File: src/rtl/spi_tx_serializer.sv
// SPI transmit serializer: accepts a D_PACK-bit word over valid/ready and shifts it out with an internally
// generated SCLK in all four CPOL/CPHA modes. Define SPI_TX_CS_EN to add a registered active-low CS_N output.
module spi_tx_serializer #(
    parameter int unsigned D_PACK  = 8,
    parameter int unsigned CLK_DIV = 2
) (
    input  logic              CLK,
    input  logic              RST_N,
    input  logic [D_PACK-1:0] DATA_IN,
    input  logic              LOAD_VALID,
    output logic              LOAD_READY,
    input  logic              CPOL,
    input  logic              CPHA,
    input  logic              LSB_FIRST,
    output logic              SCLK,
    output logic              SER_OUT,
    output logic              BUSY,
    output logic              DONE
`ifdef SPI_TX_CS_EN
    ,
    output logic              CS_N
`endif
);

    localparam int unsigned       DIV_W     = $clog2(CLK_DIV + 1);
    localparam int unsigned       EDGE_W    = $clog2(2 * D_PACK + 1);
    localparam logic [DIV_W-1:0]  DIV_LAST  = DIV_W'(CLK_DIV - 1);
    localparam logic [EDGE_W-1:0] EDGE_LAST = EDGE_W'(2 * D_PACK);

    typedef enum logic [1:0] {
        ST_IDLE  = 2'd0,
        ST_SHIFT = 2'd1,
        ST_DONE  = 2'd2
    } state_t;

    state_t            state_q;
    logic [D_PACK-1:0] shreg_q;
    logic [DIV_W-1:0]  div_q;
    logic [EDGE_W-1:0] edge_q;
    logic              cpha_q;
    logic              lsb_q;
    logic              sclk_q;
    logic              ser_q;
    logic              busy_q;
    logic              done_q;
    logic              ready_q;
`ifdef SPI_TX_CS_EN
    logic              cs_n_q;
    // Holding READY low in DONE guarantees at least one CS_N-high cycle between frames.
    localparam logic   READY_IN_DONE = 1'b0;
`else
    localparam logic   READY_IN_DONE = 1'b1;
`endif

    logic              accept_s;
    logic              div_wrap_s;
    logic              data_edge_s;
    logic [EDGE_W-1:0] edge_d;

    function automatic logic head_bit(input logic [D_PACK-1:0] word, input logic lsb_first);
        head_bit = lsb_first ? word[0] : word[D_PACK-1];
    endfunction

    function automatic logic [D_PACK-1:0] drop_head(input logic [D_PACK-1:0] word, input logic lsb_first);
        drop_head = lsb_first ? (word >> 1) : (word << 1);
    endfunction

    // Handshake, divider wrap, and which SCLK edges also advance SER_OUT.
    always_comb begin
        accept_s   = LOAD_VALID & ready_q;
        div_wrap_s = (div_q == DIV_LAST);
        edge_d     = edge_q + EDGE_W'(1'b1);
        if (cpha_q) begin
            data_edge_s = edge_d[0];
        end else begin
            data_edge_s = ~edge_d[0] & (edge_d != EDGE_LAST);
        end
    end

    // Frame FSM with all outputs registered.
    always_ff @(posedge CLK or negedge RST_N) begin
        if (!RST_N) begin
            state_q <= ST_IDLE;
            shreg_q <= '0;
            div_q   <= '0;
            edge_q  <= '0;
            cpha_q  <= 1'b0;
            lsb_q   <= 1'b0;
            sclk_q  <= 1'b0;
            ser_q   <= 1'b0;
            busy_q  <= 1'b0;
            done_q  <= 1'b0;
            ready_q <= 1'b1;
`ifdef SPI_TX_CS_EN
            cs_n_q  <= 1'b1;
`endif
        end else begin
            done_q <= 1'b0;
            if (accept_s) begin
                state_q <= ST_SHIFT;
                div_q   <= '0;
                edge_q  <= '0;
                cpha_q  <= CPHA;
                lsb_q   <= LSB_FIRST;
                sclk_q  <= CPOL;
                busy_q  <= 1'b1;
                ready_q <= 1'b0;
`ifdef SPI_TX_CS_EN
                cs_n_q  <= 1'b0;
`endif
                // CPHA=0 presents the first bit before any SCLK edge.
                if (!CPHA) begin
                    ser_q   <= head_bit(DATA_IN, LSB_FIRST);
                    shreg_q <= drop_head(DATA_IN, LSB_FIRST);
                end else begin
                    shreg_q <= DATA_IN;
                end
            end else begin
                case (state_q)
                    ST_IDLE: begin
                        sclk_q <= CPOL;
                    end
                    ST_SHIFT: begin
                        if (edge_q == EDGE_LAST) begin
                            state_q <= ST_DONE;
                            done_q  <= 1'b1;
                            busy_q  <= 1'b0;
                            ready_q <= READY_IN_DONE;
`ifdef SPI_TX_CS_EN
                            cs_n_q  <= 1'b1;
`endif
                        end else if (div_wrap_s) begin
                            div_q  <= '0;
                            edge_q <= edge_d;
                            sclk_q <= ~sclk_q;
                            if (data_edge_s) begin
                                ser_q   <= head_bit(shreg_q, lsb_q);
                                shreg_q <= drop_head(shreg_q, lsb_q);
                            end
                        end else begin
                            div_q <= div_q + DIV_W'(1'b1);
                        end
                    end
                    ST_DONE: begin
                        state_q <= ST_IDLE;
                        ready_q <= 1'b1;
                    end
                    default: begin
                        state_q <= ST_IDLE;
                        busy_q  <= 1'b0;
                        ready_q <= 1'b1;
`ifdef SPI_TX_CS_EN
                        cs_n_q  <= 1'b1;
`endif
                    end
                endcase
            end
        end
    end

    assign LOAD_READY = ready_q;
    assign SCLK       = sclk_q;
    assign SER_OUT    = ser_q;
    assign BUSY       = busy_q;
    assign DONE       = done_q;
`ifdef SPI_TX_CS_EN
    assign CS_N       = cs_n_q;
`endif

endmodule

File: config.mk
export PLATFORM = sky130hd
export DESIGN_NAME = spi_tx_serializer
export DESIGN_NICKNAME = d
export VERILOG_FILES = /design/src/rtl/spi_tx_serializer.sv
export SDC_FILE = /design/constraint.sdc
export NUM_CORES = 1
export LEC_CHECK = 0
export ABC_AREA = 1
export CAP_MARGIN = 20
export CORE_ASPECT_RATIO = 1.2
export CORE_MARGIN = 4
export CORE_UTILIZATION = 54
export DETAILED_ROUTE_END_ITERATION = 10
export PLACE_DENSITY = 0.79
export SLEW_MARGIN = 25
export SYNTH_ARGS = -nofsm -noshare
export SYNTH_HDL_FRONTEND = slang
export SYNTH_SLANG_ARGS = --single-unit
File: constraint.sdc
create_clock -name CLK -period 2 [get_ports CLK]
set_input_delay 0.3 -clock CLK [delete_from_list [all_inputs] [get_ports CLK]]
set_output_delay 0.3 -clock CLK [all_outputs]
set_load 0.01 [all_outputs]
# After elaboration in Yosys (flattened, before gate mapping)
# Index checks and enable logic that the tools add are counted.
# classes
addsub,2
eq_ne,12
muxes,41
bitwise_logic,4
reduce_logical,13
# ops
cell,count
$mux 8,8
$mux 5,4
$mux 1,19
$mux 2,6
$ne 3x3->1 const B,3
$ne 2x2->1 const B,3
$pmux 1 s2,3
$reduce_and 2->1,3
$reduce_and 3->1,2
$reduce_bool 2->1,3
$add 5x1->5 const B,1
$eq 5x5->1 const B,1
$ne 5x5->1 const B,1
$reduce_and 5->1,1
$eq 2x1->1 const B,2
$pmux 2 s2,1
$reduce_and 4->1,1
$reduce_bool 3->1,1
$add 2x1->2 const B,1
$and 1x1->1,2
$eq 2x2->1 const B,1
$logic_not 2->1,1
$ne 2x1->1 const B,1
$not 1->1,2
$reduce_or 2->1,1
# totals
regBits,24
inputBits,14
out_inout_bits,5

# Longest topological paths before layout
# logic_depth
ltp_word,9
ltp_mapped,11
mapped_depth_nobuf,10

# Least setup slack after synthesis
# No wires, ideal clock.
# synth_path
kind,register to register
startpoint,register edge_q[0]
endpoint,register shreg_q[1]
setup_ps,116
arrival_time_ps,1323
slack_ps,561
stages_incl_launch_ff,11
cell_sequence,dfrtp_1 inv_1 ha_1 nand4_4 nand2_4 nand2_4 nand2_4 inv_6 buf_8 nand3_1 nand2_1
# synth_via
elab_chain_cells,6
elab_cells_between_ends,9
cone_classes,add/sub (1); eq/ne (3); mux (1); bitwise (2); reduce/logical (2)
# synth_rtl
item,line_no,rtl
"start, declared",39,logic [EDGE_W-1:0] edge_q;
"start signal, assigned",134,edge_q <= edge_d;
$add 5x1->5,72,edge_d = edge_q + EDGE_W'(1'b1);
$ne 5x5->1 / $not 1->1 (equally long branches),76,data_edge_s = ~edge_d[0] & (edge_d != EDGE_LAST);
$and 1x1->1,76,
$mux 1,73,if (cpha_q) begin
$reduce_bool 2->1 (no source line),-,
$reduce_and 4->1 (no source line) *,-,
"end signal, assigned",114,"shreg_q <= drop_head(DATA_IN, LSB_FIRST);"
"end signal, assigned",138,"shreg_q <= drop_head(shreg_q, lsb_q);"
"end, declared",37,logic [D_PACK-1:0] shreg_q;
# Every way passes the cells marked *; elsewhere a longest branch is shown, timed or not.
# A chain may end at the register's enable or synchronous reset.

# Final worst setup path
# layout_path
startpoint,"register ready_q, in the netlist LOAD_READY"
endpoint,output LOAD_READY
# layout_rtl
item,line_no,rtl
"start, declared",46,logic ready_q;
"start signal, assigned",93,ready_q <= 1'b1;
"start signal, assigned",107,ready_q <= 1'b0;
"start signal, assigned",128,ready_q <= READY_IN_DONE;
"end, declared",11,"output logic LOAD_READY,"
# No word-level cell between the ends.

==> results.md <==
- Post-layout util: 66.8%
- Synth cell count leaders: nand2_1, dfrtp_1, nand3_1, a21oi_1, inv_1
- Power per Cell Area: 1390 nW/um^2
- Asr flop ratio synth: 100%
- Max-capacitance violation count: 0
- Fmax: 579 MHz
- RSZ-0062 raised after global routing: false
- First-pass GRT wire length: 6130 microns
- Clk_skew: 0.00570 ns
- Synth Net Count: 215
- Post-CTS Setup Repair Bufs: 0
- Layout cells sized above 1: 9.13%
- Element type at the critical path start: flop
- CP max stage delay: 0.57 ns
- Hpwl dp: 2780 microns
- Dpl cell area: 1670 sq um
- Flops & latches, synth: 24
- Final ANT Viol Nets: 0
- Synth area leader: dfrtp_1
- Hold Vio Cnt, Final: 0
- Dominant synthesized flop cell: dfrtp_1
- Largest cells by area after synthesis: dfrtp_1, nand2_1, nand3_1, a21oi_1, inv_1
- Static Leak: 0.852 nW
- Max-slew violation count: 0
- Row cnt: 20
- CTS tree: built
- Yosys top cell area share: 39.3%
- Post-synth EDFFs: 0
- Post-Route Setup TNS: 0 ns
- Post_cts resized: 0
- Minimum hold slack: 0.258 ns
- Worst Hold Class: in2async
- Vias in the first global route: 1,395
- CP Capture Type: primary output
- Routed wire per std cell: 14.0 microns
- DR iter-0 viols: 47
- Crit Path Category: reg2out
- Worst path bufs/invs: 1
- Die area: between 3000 and 4000 sq um
- Post-synthesis to final-layout area growth: 16.6%
- Final Cycle Share: around 86%
- Max IR drop VDD: 0.840 mV
- Initial Utilization: 57.3%
- Largest net degree at the start of global routing: 19
- Clk slew on worst S/H paths: between 0.1 and 0.15 ns
- Clock root buffer: clkbuf_4
- Post-synthesis cell area: 1460 sq um
- Ports: 19
- GRT Resource Usage Total: 21.9%
- CTS buffer count: 3
- Number of buffers added on ports: 18
- GP Congestion: a little over 0.9
- Die Wd: 55.5 microns
- Clock Latency Late Sink: 0.31 ns
- Crit-path cells: clkdlybuf4s50_1
- Initial DRT Pass Iterations: 4
- Most common cell in the netlist: nand2_1
- Required time of the critical path: 1.70 ns
- Critical path arrival: 1.43 ns
- Sink Count: 24
- CP max-delay cell: dfstp_2
- Post-synthesis sequential area ratio: 41.1%
- Family with the most delay on the worst path: flip-flops
- Syn Inst Count: 199
- Yosys warns: 0
- Tmin final: 1.73 ns
- Tot Pwr: between 2 and 2.5 mW
- Vias/cell: about 5.6
- Drc violations: 0
- Initial antenna violation count: 0
- Post-synth cell types: 28
- Outcome: completed
- H-tree Lvls: 1
- Clock buffer depth: 2
- Core box area: 2550 sq um
- Nets: about 240
- Setup Viol. Count Final: 0
- CP max FO: 3
- Ant. Diodes: 0
- Routed WL: approximately 3500 microns
- Die H: 65.0 microns
- Syn_area_per_cell: 7.35 sq um
- Grt total ovfl: 0
- Slew at the pin closest to its max-slew limit: 0.386 ns
- Post-CTS Hold Fix Bufs: 0
- Relative slew margins: 74.2%
- Via count: 1,423
- Finished Cell Area: 1710 sq um
-- area by class of cell --
| type | count | area [sq um] |
|---|---|---|
| clock buffer | 4 | 36.3 |
| fill | 229 | 847 |
| inverter | 23 | 91.3 |
| multi-input combinational | 145 | 717 |
| sequential | 24 | 602 |
| tap | 33 | 41.3 |
| timing repair buffer | 23 | 218 |
-- metrics by stage --
stage	setup slack (ns)	std cells
after floorplan	0.561	199
after global placement	0.254	248
after detailed placement	0.236	248
after CTS	0.249	252
after global routing	0.182	252
final	0.273	252
-- placed cells by master, fill, tap and decap left out --
cell | netlist | routed
nand2_1 | 57 | 57
dfrtp_1 | 23 | 23
nand3_1 | 22 | 22
inv_1 | 18 | 18
a21oi_1 | 18 | 18
clkdlybuf4s50_1 | 0 | 18
nor2_1 | 12 | 12
o21ai_0 | 11 | 11
a22oi_1 | 6 | 6
buf_4 | 1 | 5
nand2_4 | 3 | 3
o21ai_1 | 3 | 3
clkbuf_4 | 0 | 3
nand2_2 | 2 | 2
inv_2 | 2 | 2
nand4_1 | 2 | 2
clkinv_1 | 2 | 2
o22ai_1 | 2 | 2
ha_1 | 2 | 2
dfstp_2 | 1 | 1
nor2_2 | 1 | 1
nand4_4 | 1 | 1
inv_6 | 1 | 1
nor3_1 | 1 | 1
a31oi_1 | 1 | 1
a21boi_0 | 1 | 1
clkbuf_8 | 0 | 1
-- registers in the layout, indices dropped and copies added, names as in the netlist --
signal,count
BUSY,1
DONE,1
LOAD_READY,1
SCLK,1
SER_OUT,1
cpha_q,1
div_q,2
edge_q,5
lsb_q,1
shreg_q,8
state_q,2
-- path summary, 6_finish.rpt --
path                             from         end  slack, ns  cells after the start
max                        LOAD_READY  LOAD_READY       0.27                      1
min                             RST_N        SCLK       0.26                      1
max reg2reg                 edge_q[0]  shreg_q[0]       0.32                     10
min reg2reg                      BUSY        BUSY       0.49                      2
max in group asynchronous       RST_N   edge_q[4]       1.20                      2
min in group CLK                 BUSY        BUSY       0.49                      2
-- cell families after synthesis --
kind of cell,after synthesis,synth area share [%]
AO/OA/AOI/OAI,42,15.8
adder cells (fa/ha/maj),2,1.71
buffers and inverters,30,9.84
flip-flops,24,41.1
AND/OR/NAND/NOR,101,31.5
-- power breakdown --
group / internal (mW) / switching, mW
clock: 0.111 / 0.141
sequential: 0.687 / 0.193
combinational: 0.465 / 0.765
-- layer usage --
| metal | track usage (%) | vias up | routed length, microns |
|---|---|---|---|
| met4 | 14.0 | 0 | 174 |
| met2 | 36.8 | 62 | 1750 |
| met5 | 0 | - | 0 |
| li1 | - | 695 | - |
| met3 | 3.59 | 18 | 177 |
| met1 | 25.7 | 648 | 1420 |
Note: power is estimated with default switching activity, not from simulation.
